<file path="src/rtl/pulse_generator.sv">
// Periodic pulse generator: high time = active ticks out of MAXV ticks per period,
// double-buffered length updates. Optional one-shot mode: `define PULSE_GEN_ONESHOT_EN.
module pulse_generator #(
    parameter  int PREDIV = 2,
    parameter  int MAXV   = 1024,
    localparam int CNT_W  = $clog2(MAXV)
) (
    input  logic             clk,
    input  logic             reset,
    input  logic             enable,
    input  logic [CNT_W-1:0] pulse_length,
    input  logic             load,
`ifdef PULSE_GEN_ONESHOT_EN
    input  logic             trigger,
`endif
    output logic             pulse_out,
    output logic             period_stb,
    output logic             load_ack,
    output logic             busy
);

    localparam int PRE_W = (PREDIV > 1) ? $clog2(PREDIV) : 1;
    localparam logic [PRE_W-1:0] PRE_MAX = PRE_W'(PREDIV - 1);
    localparam logic [CNT_W-1:0] CNT_MAX = CNT_W'(MAXV - 1);

    typedef enum logic [1:0] {
        IDLE,
        RUN,
        STOP_PEND
`ifdef PULSE_GEN_ONESHOT_EN
        , ONESHOT
`endif
    } state_t;

    state_t           state, state_n;
    logic [PRE_W-1:0] pre_cnt, pre_cnt_n;
    logic [CNT_W-1:0] cnt, cnt_n;
    logic [CNT_W-1:0] shadow, shadow_n;
    logic [CNT_W-1:0] active, active_n;
    logic             pending, pending_n;
    logic [CNT_W-1:0] len_clamped;
    logic             tick, period_end, start;

    // Clamp only matters when MAXV is not a power of two.
    generate
        if ((2 ** CNT_W) == MAXV) begin : g_noclamp
            always_comb len_clamped = pulse_length;
        end else begin : g_clamp
            always_comb len_clamped = (pulse_length > CNT_MAX) ? CNT_MAX : pulse_length;
        end
    endgenerate

    always_comb begin
        tick       = (state != IDLE) && (pre_cnt == PRE_MAX);
        period_end = tick && (cnt == CNT_MAX);
        state_n    = state;
        start      = 1'b0;

        case (state)
            IDLE: begin
                if (enable) begin
                    state_n = RUN;
                    start   = 1'b1;
                end
`ifdef PULSE_GEN_ONESHOT_EN
                else if (trigger) begin
                    state_n = ONESHOT;
                    start   = 1'b1;
                end
`endif
            end
            RUN, STOP_PEND: begin
                if (period_end) begin
                    state_n = enable ? RUN : IDLE;
                    start   = enable;
                end else begin
                    state_n = enable ? RUN : STOP_PEND;
                end
            end
`ifdef PULSE_GEN_ONESHOT_EN
            ONESHOT: begin
                if (period_end) begin
                    state_n = enable ? RUN : IDLE;
                    start   = enable;
                end
            end
`endif
            default: state_n = IDLE;
        endcase
    end

    always_comb begin
        pre_cnt_n = pre_cnt;
        cnt_n     = cnt;
        if (start || (state_n == IDLE)) begin
            pre_cnt_n = '0;
            cnt_n     = '0;
        end else if (tick) begin
            // period_end always leads to start or IDLE, so cnt never overflows here
            pre_cnt_n = '0;
            cnt_n     = cnt + CNT_W'(1);
        end else begin
            pre_cnt_n = pre_cnt + PRE_W'(1);
        end
    end

    always_comb begin
        active_n  = (start && pending) ? shadow : active;
        shadow_n  = load ? len_clamped : shadow;
        pending_n = pending;
        if (load) begin
            pending_n = 1'b1;
        end else if (start) begin
            pending_n = 1'b0;
        end
    end

    always_ff @(posedge clk or posedge reset) begin
        if (reset) begin
            state      <= IDLE;
            pre_cnt    <= '0;
            cnt        <= '0;
            shadow     <= '0;
            active     <= '0;
            pending    <= 1'b0;
            pulse_out  <= 1'b0;
            period_stb <= 1'b0;
            load_ack   <= 1'b0;
        end else begin
            state      <= state_n;
            pre_cnt    <= pre_cnt_n;
            cnt        <= cnt_n;
            shadow     <= shadow_n;
            active     <= active_n;
            pending    <= pending_n;
            // Outputs are registered from next-state values so pulse_out rises with period_stb.
            pulse_out  <= (state_n != IDLE) && (cnt_n < active_n);
            period_stb <= start;
            load_ack   <= start && pending;
        end
    end

    assign busy = (state != IDLE);

endmodule

</file>
<file path="config.mk">
export PLATFORM = sky130hd
export DESIGN_NAME = pulse_generator
export DESIGN_NICKNAME = d
export VERILOG_FILES = /design/src/rtl/pulse_generator.sv
export SDC_FILE = /design/constraint.sdc
export NUM_CORES = 1
export LEC_CHECK = 0
export ABC_AREA = 1
export BUFFER_PORTS_ARGS = -buffer_cell sky130_fd_sc_hd__buf_2
export CAP_MARGIN = 20
export CELL_PAD_IN_SITES_DETAIL_PLACEMENT = 0
export CELL_PAD_IN_SITES_GLOBAL_PLACEMENT = 1
export CORE_ASPECT_RATIO = 1.5
export CORE_MARGIN = 4
export CORE_UTILIZATION = 31
export DETAILED_ROUTE_END_ITERATION = 8
export PLACE_DENSITY_LB_ADDON = 0.1
export SLEW_MARGIN = 20
export SYNTH_ARGS = -nofsm -noshare
export SYNTH_HDL_FRONTEND = slang
export SYNTH_SLANG_ARGS = --single-unit
export TNS_END_PERCENT = 50
</file>
<file path="constraint.sdc">
create_clock -name clk -period 6.25 [get_ports clk]
set_clock_uncertainty 0.15 [all_clocks]
set_input_delay 0.3125 -clock clk [delete_from_list [all_inputs] [get_ports clk]]
set_output_delay 0.3125 -clock clk [all_outputs]
set_load 0.03 [all_outputs]
</file>
== Word level (Yosys, flattened, before mapping) ==
Cells that the tools add are included.

* Add/sub/neg operators: 2
* Magnitude comparators: 1
* Eq/ne operators: 3
* Multiplexer cells: 15
* Reduce and logical (&&, ||, !) cells: 11

{| class="wikitable"
|+ Operators with widths
! operator !! number
|-
| two-way mux 10 bit || 3
|-
| adder 10 x 1 -> 10 bit (second input constant) || 1
|-
| == test 10 bit (second input constant) || 1
|-
| < comparator 10 bit || 1
|-
| two-way mux 1 bit || 7
|-
| two-way mux 2 bit || 3
|-
| nonzero test 2 bit || 3
|-
| logical AND 1 bit || 4
|-
| logical NOT 2 bit || 2
|-
| case mux 2 bit (2 select lines) || 1
|-
| == test 2 x 1 -> 1 bit (second input constant) || 1
|-
| == test 2 bit (second input constant) || 1
|-
| case mux 1 bit (2 select lines) || 1
|-
| OR reduction 2 bit || 1
|-
| adder 1 bit (second input constant) || 1
|-
| logical OR 1 bit || 1
|}

* Register bits: 37
* Output and inout bits: 4
* Word-level logic and storage cells: 41
* Input port bits: 14

== Logic depth before layout (Yosys ltp) ==
* Depth in word-level cells: 10
* Depth in mapped cells: 19
* Gate-level depth less buffers: 18

== Least setup slack after synthesis ==
Ideal clock, no wire load.

* Path type: register to register
* Start point: register state[0]
* End point: register pulse_out
* Stages on the path, launching flop included: 20
* Period minus slack after synthesis: 2.712 ns
* Setup slack: 3.538 ns
* Data required time: 6.023 ns
* Setup time: 0.077 ns
* Path buffers: 1
* Data arrival time: 2.485 ns
* Cell sequence: dfrtp_1 inv_1 ha_1 inv_2 nand2_4 nor2_4 nand3_2 nand2_4 nand3_4 clkinv_4 buf_8 nand2_1 o21ai_2 inv_2 ha_1 a21oi_1 nor2_1 a211oi_1 o2111ai_1 a21oi_1

* Elaborated cells between the ends (all ways): 21
* Those cells by class: order compare: 1; eq/ne: 2; mux: 8; reduce/logical: 10

{| class="wikitable"
|+ RTL lines
! element !! line !! RTL
|-
| start, declared || 35 || <nowiki>state_t state, state_n;</nowiki>
|-
| start signal, assigned || 130 || <nowiki>state <= state_n;</nowiki>
|-
| nonzero test 2 bit || n/a ||
|-
| net busy || 19 || <nowiki>output logic busy</nowiki>
|-
| logical AND 1 bit || 54 || <nowiki>tick = (state != IDLE) && (pre_cnt == PRE_MAX);</nowiki>
|-
| logical AND 1 bit || 55 || <nowiki>period_end = tick && (cnt == CNT_MAX);</nowiki>
|-
| two-way mux 1 bit || 73 || <nowiki>if (period_end) begin</nowiki>
|-
| case mux 1 bit (2 select lines) || 59 || <nowiki>case (state)</nowiki>
|-
| logical AND 1 bit || 108 || <nowiki>active_n = (start && pending) ? shadow : active;</nowiki>
|-
| two-way mux 10 bit || 108 ||
|-
| net active_n[3] || 39 || <nowiki>logic [CNT_W-1:0] active, active_n;</nowiki>
|-
| < comparator 10 bit || 137 || <nowiki>pulse_out <= (state_n != IDLE) && (cnt_n < active_n);</nowiki>
|-
| logical AND 1 bit || 137 ||
|-
| end signal, assigned || 137 ||
|-
| end, declared || 16 || <nowiki>output logic pulse_out,</nowiki>
|}

The timed path passes the listed nets, and every way through them passes these cells.
A chain may end at the register's enable or synchronous reset.

== Final worst setup path ==
* Start point: register state[1]
* End point: register pulse_out

* Longest elaborated chain between the ends: 10
* Elaborated cells between the ends (all ways): 21
* Those cells by class: order compare: 1; eq/ne: 2; mux: 8; reduce/logical: 10

{| class="wikitable"
|+ Ends and longest elaborated chain
! element !! line !! RTL
|-
| nonzero test 2 bit || 54 ||
|-
| logical AND 1 bit || 54 ||
|-
| logical AND 1 bit || 55 ||
|-
| two-way mux 2 bit || 73 ||
|-
| case mux 2 bit (2 select lines) || 59 ||
|-
| logical NOT 2 bit || 95 || <nowiki>if (start || (state_n == IDLE)) begin</nowiki>
|-
| logical OR 1 bit || 95 ||
|-
| two-way mux 10 bit * || 95 ||
|-
| net cnt_n[3] || 37 || <nowiki>logic [CNT_W-1:0] cnt, cnt_n;</nowiki>
|-
| < comparator 10 bit * || 137 ||
|-
| logical AND 1 bit * || 137 ||
|}

Mark *: on every way through the listed nets, which the timed path passes. The rest lies on a longest branch.

==> out/qor.txt <==
count of input and output buffers: 17
Mapped Cells: 199
Clock Pin Slew Worst Setup and Hold Paths: 0.07 ns
share of synthesized area occupied by flip-flops and latches: 49.3%
final WL: 3570 um
number of sinks handled by clock tree synthesis: 37
hold worst-path end: shadow[1]
Final Hold Viols: 0
startpoint of the tightest hold check path: pulse_length[1]
cell type group with the largest total delay on the critical path: simple AND/OR/NAND/NOR gates
global-route congestion overflow total: 0
row cnt: 34
die extent in y: 103 um
leakage dissipation: 1.05 nW
Cells on Worst Hold Path: 3
number of search-and-repair iterations in the first detailed-routing pass: 4
final routed DRC violation total: 0
setup repair after global routing missed its margin: false
total clock buffers created by CTS: 5
crit path DAT: 3.00 ns
Synthesized Nets: 225
register bit count reported by yosys: 37
global-route wire length before repair: 6530 um
minimum setup slack among reg-to-reg paths: 3.31 ns
maximum count of clock buffers along a single path: 2
vias after detailed routing: 1322
width of the chip: 71.6 um
Yosys cell types: 30
transition time at the pin with the least slew margin: 0.479 ns
cells traversed along the worst timing path: inv_1, ha_1, nor2_1, nor3b_4, nor2_1, nand2_1, nand2_2, nor3b_1, ha_1, a21oi_1, nor2_1, a211oi_1, o2111ai_1, a21oi_1
setup-violating endpoint count in the final report: 0
via count of the first global-routing pass: 1427
number of nets at the end of the flow: 248
GRT Util Overall: 11.4%
Crit path buffers/inverters: 1
fill cell total of the finished layout: 616
Max-cap violations: 0
startpoint of the worst-slack reg-to-reg timing path: state[1]
peak supply drop: 0.000140 V
final routed wire length divided by cell count: 12.1 um
crit-path max cell delay: 0.38 ns
part of the cycle the worst path needs: 47.0%
post-synth design cell area: 0.00188 sq mm
effective utilization at floorplan: 32.2%
initial antenna violation count: 0
average footprint of a synthesized cell: 9.44 sq um
min setup slack post-route: 3.31 ns
Critical Path Fanout Max: 10
mean number of vias per cell: 4.48
relative slew slack: 68.0%
TritonCTS clock tree: done
violation count after the first detailed-routing iteration: 37
startpoint types: flip-flop
top-level port count: 18
fraction of layout cells with a size suffix above 1: 24.2%
Hold Path Class: input port to flip-flop
overall power of the completed layout: 0.800 mW
sum of negative setup slack: 0 ns
run status: completed
# H-tree levels: 2
post-synthesis to final-layout area growth: 13.3%
R2R Path End: pulse_out
total power divided by cell area: 375 mW/mm^2
clock tree root driver cell: sky130_fd_sc_hd__clkbuf_8
startpoint-to-endpoint class of the critical path: flip-flop to flip-flop
count of buffers added by post-CTS timing repair for setup: 0
reg2reg path depth: 14
Floorplan Core Area: 0.00583 sq mm
antenna cell count: 0
stages on the worst setup path: 14
pin count of the biggest net entering global routing: 38
YS warnings: 0
library cell contributing the largest single delay on the critical path: sky130_fd_sc_hd__dfrtp_1
cell type with the highest occurrence count on the critical path: sky130_fd_sc_hd__nor2_1
Crit path required time: 6.32 ns
die area: 0.00740 sq mm
DP HPWL: 2770 um
Final Max Tran Viols: 0
Place WS: 3.29 ns
clock period minus worst slack: 2.94 ns
category of the worst setup path capture point: flip-flop
Max Clk Rate: 340 MHz
Detail Route Antenna Nets: 0
clock latency at the later pin of the worst-skew pair: 0.29 ns
worst slack on hold paths: 0.0838 ns
global placer's final weighted congestion: 0.732
## layout make-up
| type | instances | area, sq um | share of cell area [%] |
|---|---|---|---|
| inverter | 34 | 133 | 6.23 |
| sequential | 37 | 926 | 43.5 |
| timing repair buffer | 19 | 103 | 4.82 |
| multi-input combinational | 125 | 798 | 37.5 |
| clock buffer | 8 | 80.1 | 3.76 |
| tap | 72 | 90.1 | 4.23 |
## registers in the layout, indices dropped and copies added, names as in the netlist
register,flops
period_stb,1
cnt,10
pending,1
state,2
shadow,10
active,10
load_ack,1
pulse_out,1
pre_cnt,1
## cell families after synthesis
family	share of synthesized area, %
AOI/OAI and AO/OA	9.59
xor gates and xnor gates	2.80
adders and majority gates	7.99
buffers and inverters	8.26
DFF	49.3
muxes	1.80
and+or+nand+nor	20.3
## worst max-delay path by stage
stage             start         to  slack, ns
5_1_grt        state[0]  pulse_out       2.97
3_3_place_gp   state[1]  pulse_out       3.44
4_1_cts        state[0]  pulse_out       3.26
3_5_place_dp   state[0]  pulse_out       3.29
6_report       state[1]  pulse_out       3.31
2_1_floorplan  state[0]  pulse_out       3.54
## cell usage in the layout, fill, tap and decap left out
cell type / instances
sky130_fd_sc_hd__a211oi_1: 1
sky130_fd_sc_hd__a21o_1: 2
sky130_fd_sc_hd__a21oi_1: 3
sky130_fd_sc_hd__a221oi_1: 1
sky130_fd_sc_hd__a31oi_1: 1
sky130_fd_sc_hd__buf_2: 17
sky130_fd_sc_hd__buf_4: 1
sky130_fd_sc_hd__clkbuf_1: 3
sky130_fd_sc_hd__clkbuf_8: 5
sky130_fd_sc_hd__clkinv_4: 1
sky130_fd_sc_hd__dfrtp_1: 37
sky130_fd_sc_hd__dlygate4sd3_1: 1
sky130_fd_sc_hd__ha_1: 12
sky130_fd_sc_hd__inv_1: 23
sky130_fd_sc_hd__inv_2: 10
sky130_fd_sc_hd__mux2_2: 3
sky130_fd_sc_hd__nand2_1: 40
sky130_fd_sc_hd__nand2_2: 1
sky130_fd_sc_hd__nand2_4: 2
sky130_fd_sc_hd__nand3_1: 7
sky130_fd_sc_hd__nand3_2: 1
sky130_fd_sc_hd__nand3_4: 1
sky130_fd_sc_hd__nand4_1: 2
sky130_fd_sc_hd__nor2_1: 17
sky130_fd_sc_hd__nor2_4: 2
sky130_fd_sc_hd__nor3_1: 3
sky130_fd_sc_hd__nor3b_1: 1
sky130_fd_sc_hd__nor3b_4: 1
sky130_fd_sc_hd__o2111ai_1: 1
sky130_fd_sc_hd__o21ai_0: 8
sky130_fd_sc_hd__o21ai_2: 9
sky130_fd_sc_hd__xnor2_1: 2
sky130_fd_sc_hd__xor2_1: 4
## cell usage after synthesis
cell type	n	share of area (%)
sky130_fd_sc_hd__nand4_1	2	0.67
sky130_fd_sc_hd__nand3_1	7	1.9
sky130_fd_sc_hd__nand2_4	2	1.2
sky130_fd_sc_hd__o21ai_0	8	2.1
sky130_fd_sc_hd__nor3b_1	1	0.40
sky130_fd_sc_hd__nor3b_4	1	1.0
sky130_fd_sc_hd__dfrtp_1	37	49
sky130_fd_sc_hd__nor2_1	17	3.4
sky130_fd_sc_hd__o21ai_2	9	4.2
sky130_fd_sc_hd__a21oi_1	3	0.80
sky130_fd_sc_hd__xnor2_1	2	0.93
sky130_fd_sc_hd__inv_1	23	4.6
sky130_fd_sc_hd__mux2_2	3	1.8
sky130_fd_sc_hd__o2111ai_1	1	0.47
sky130_fd_sc_hd__a21o_1	2	0.80
sky130_fd_sc_hd__xor2_1	4	1.9
sky130_fd_sc_hd__buf_8	1	0.80
sky130_fd_sc_hd__ha_1	12	8.0
sky130_fd_sc_hd__clkinv_4	1	0.47
sky130_fd_sc_hd__nand3_4	1	0.93
sky130_fd_sc_hd__inv_2	10	2.0
sky130_fd_sc_hd__nor3_1	3	0.80
sky130_fd_sc_hd__a31oi_1	1	0.33
sky130_fd_sc_hd__a221oi_1	1	0.47
sky130_fd_sc_hd__nor2_4	2	1.2
sky130_fd_sc_hd__nand2_1	40	8.0
sky130_fd_sc_hd__nand2_2	1	0.33
sky130_fd_sc_hd__clkbuf_1	2	0.40
sky130_fd_sc_hd__a211oi_1	1	0.40
sky130_fd_sc_hd__nand3_2	1	0.53
## routing by layer
layer	part of all wire, %	routed length, um	track usage, %
met2	52	1870	20.3
met1	42	1510	12.4
met5	0	0	0
met4	2.4	84	5.64
met3	3.0	106	2.90
## worst reg2reg max path, cell delays in order, from the launching register on
cell	delay (ns)
sky130_fd_sc_hd__dfrtp_1	0.38
sky130_fd_sc_hd__inv_1	0.06
sky130_fd_sc_hd__ha_1	0.30
sky130_fd_sc_hd__nor2_1	0.08
sky130_fd_sc_hd__nor3b_4	0.29
sky130_fd_sc_hd__nor2_1	0.11
sky130_fd_sc_hd__nand2_1	0.15
sky130_fd_sc_hd__nand2_2	0.14
sky130_fd_sc_hd__nor3b_1	0.30
sky130_fd_sc_hd__ha_1	0.30
sky130_fd_sc_hd__a21oi_1	0.14
sky130_fd_sc_hd__nor2_1	0.05
sky130_fd_sc_hd__a211oi_1	0.19
sky130_fd_sc_hd__o2111ai_1	0.12
sky130_fd_sc_hd__a21oi_1	0.13
## metrics by stage
step	util, %	std cells	cell area (sq um)
after global placement	35.0	286	2040
after floorplan	-	199	1880
after detailed placement	35.0	286	2040
final	36.5	295	2130
after global routing	36.5	295	2130
after CTS	36.5	295	2130
## power breakdown
| part | switching (mW) | internal (mW) | leakage [nW] |
|---|---|---|---|
| registers | 0.0296 | 0.298 | 0.461 |
| clock network | 0.0809 | 0.0792 | 0.0395 |
| logic | 0.203 | 0.109 | 0.547 |
| total | 0.313 | 0.486 | 1.05 |
## repair_timing
action | in CTS | in global routing
resized for setup | 0 | 0
hold endpoints to repair | 28 | 0
hold buffers | 1 | 0
Power figures use the tool's default switching activity.
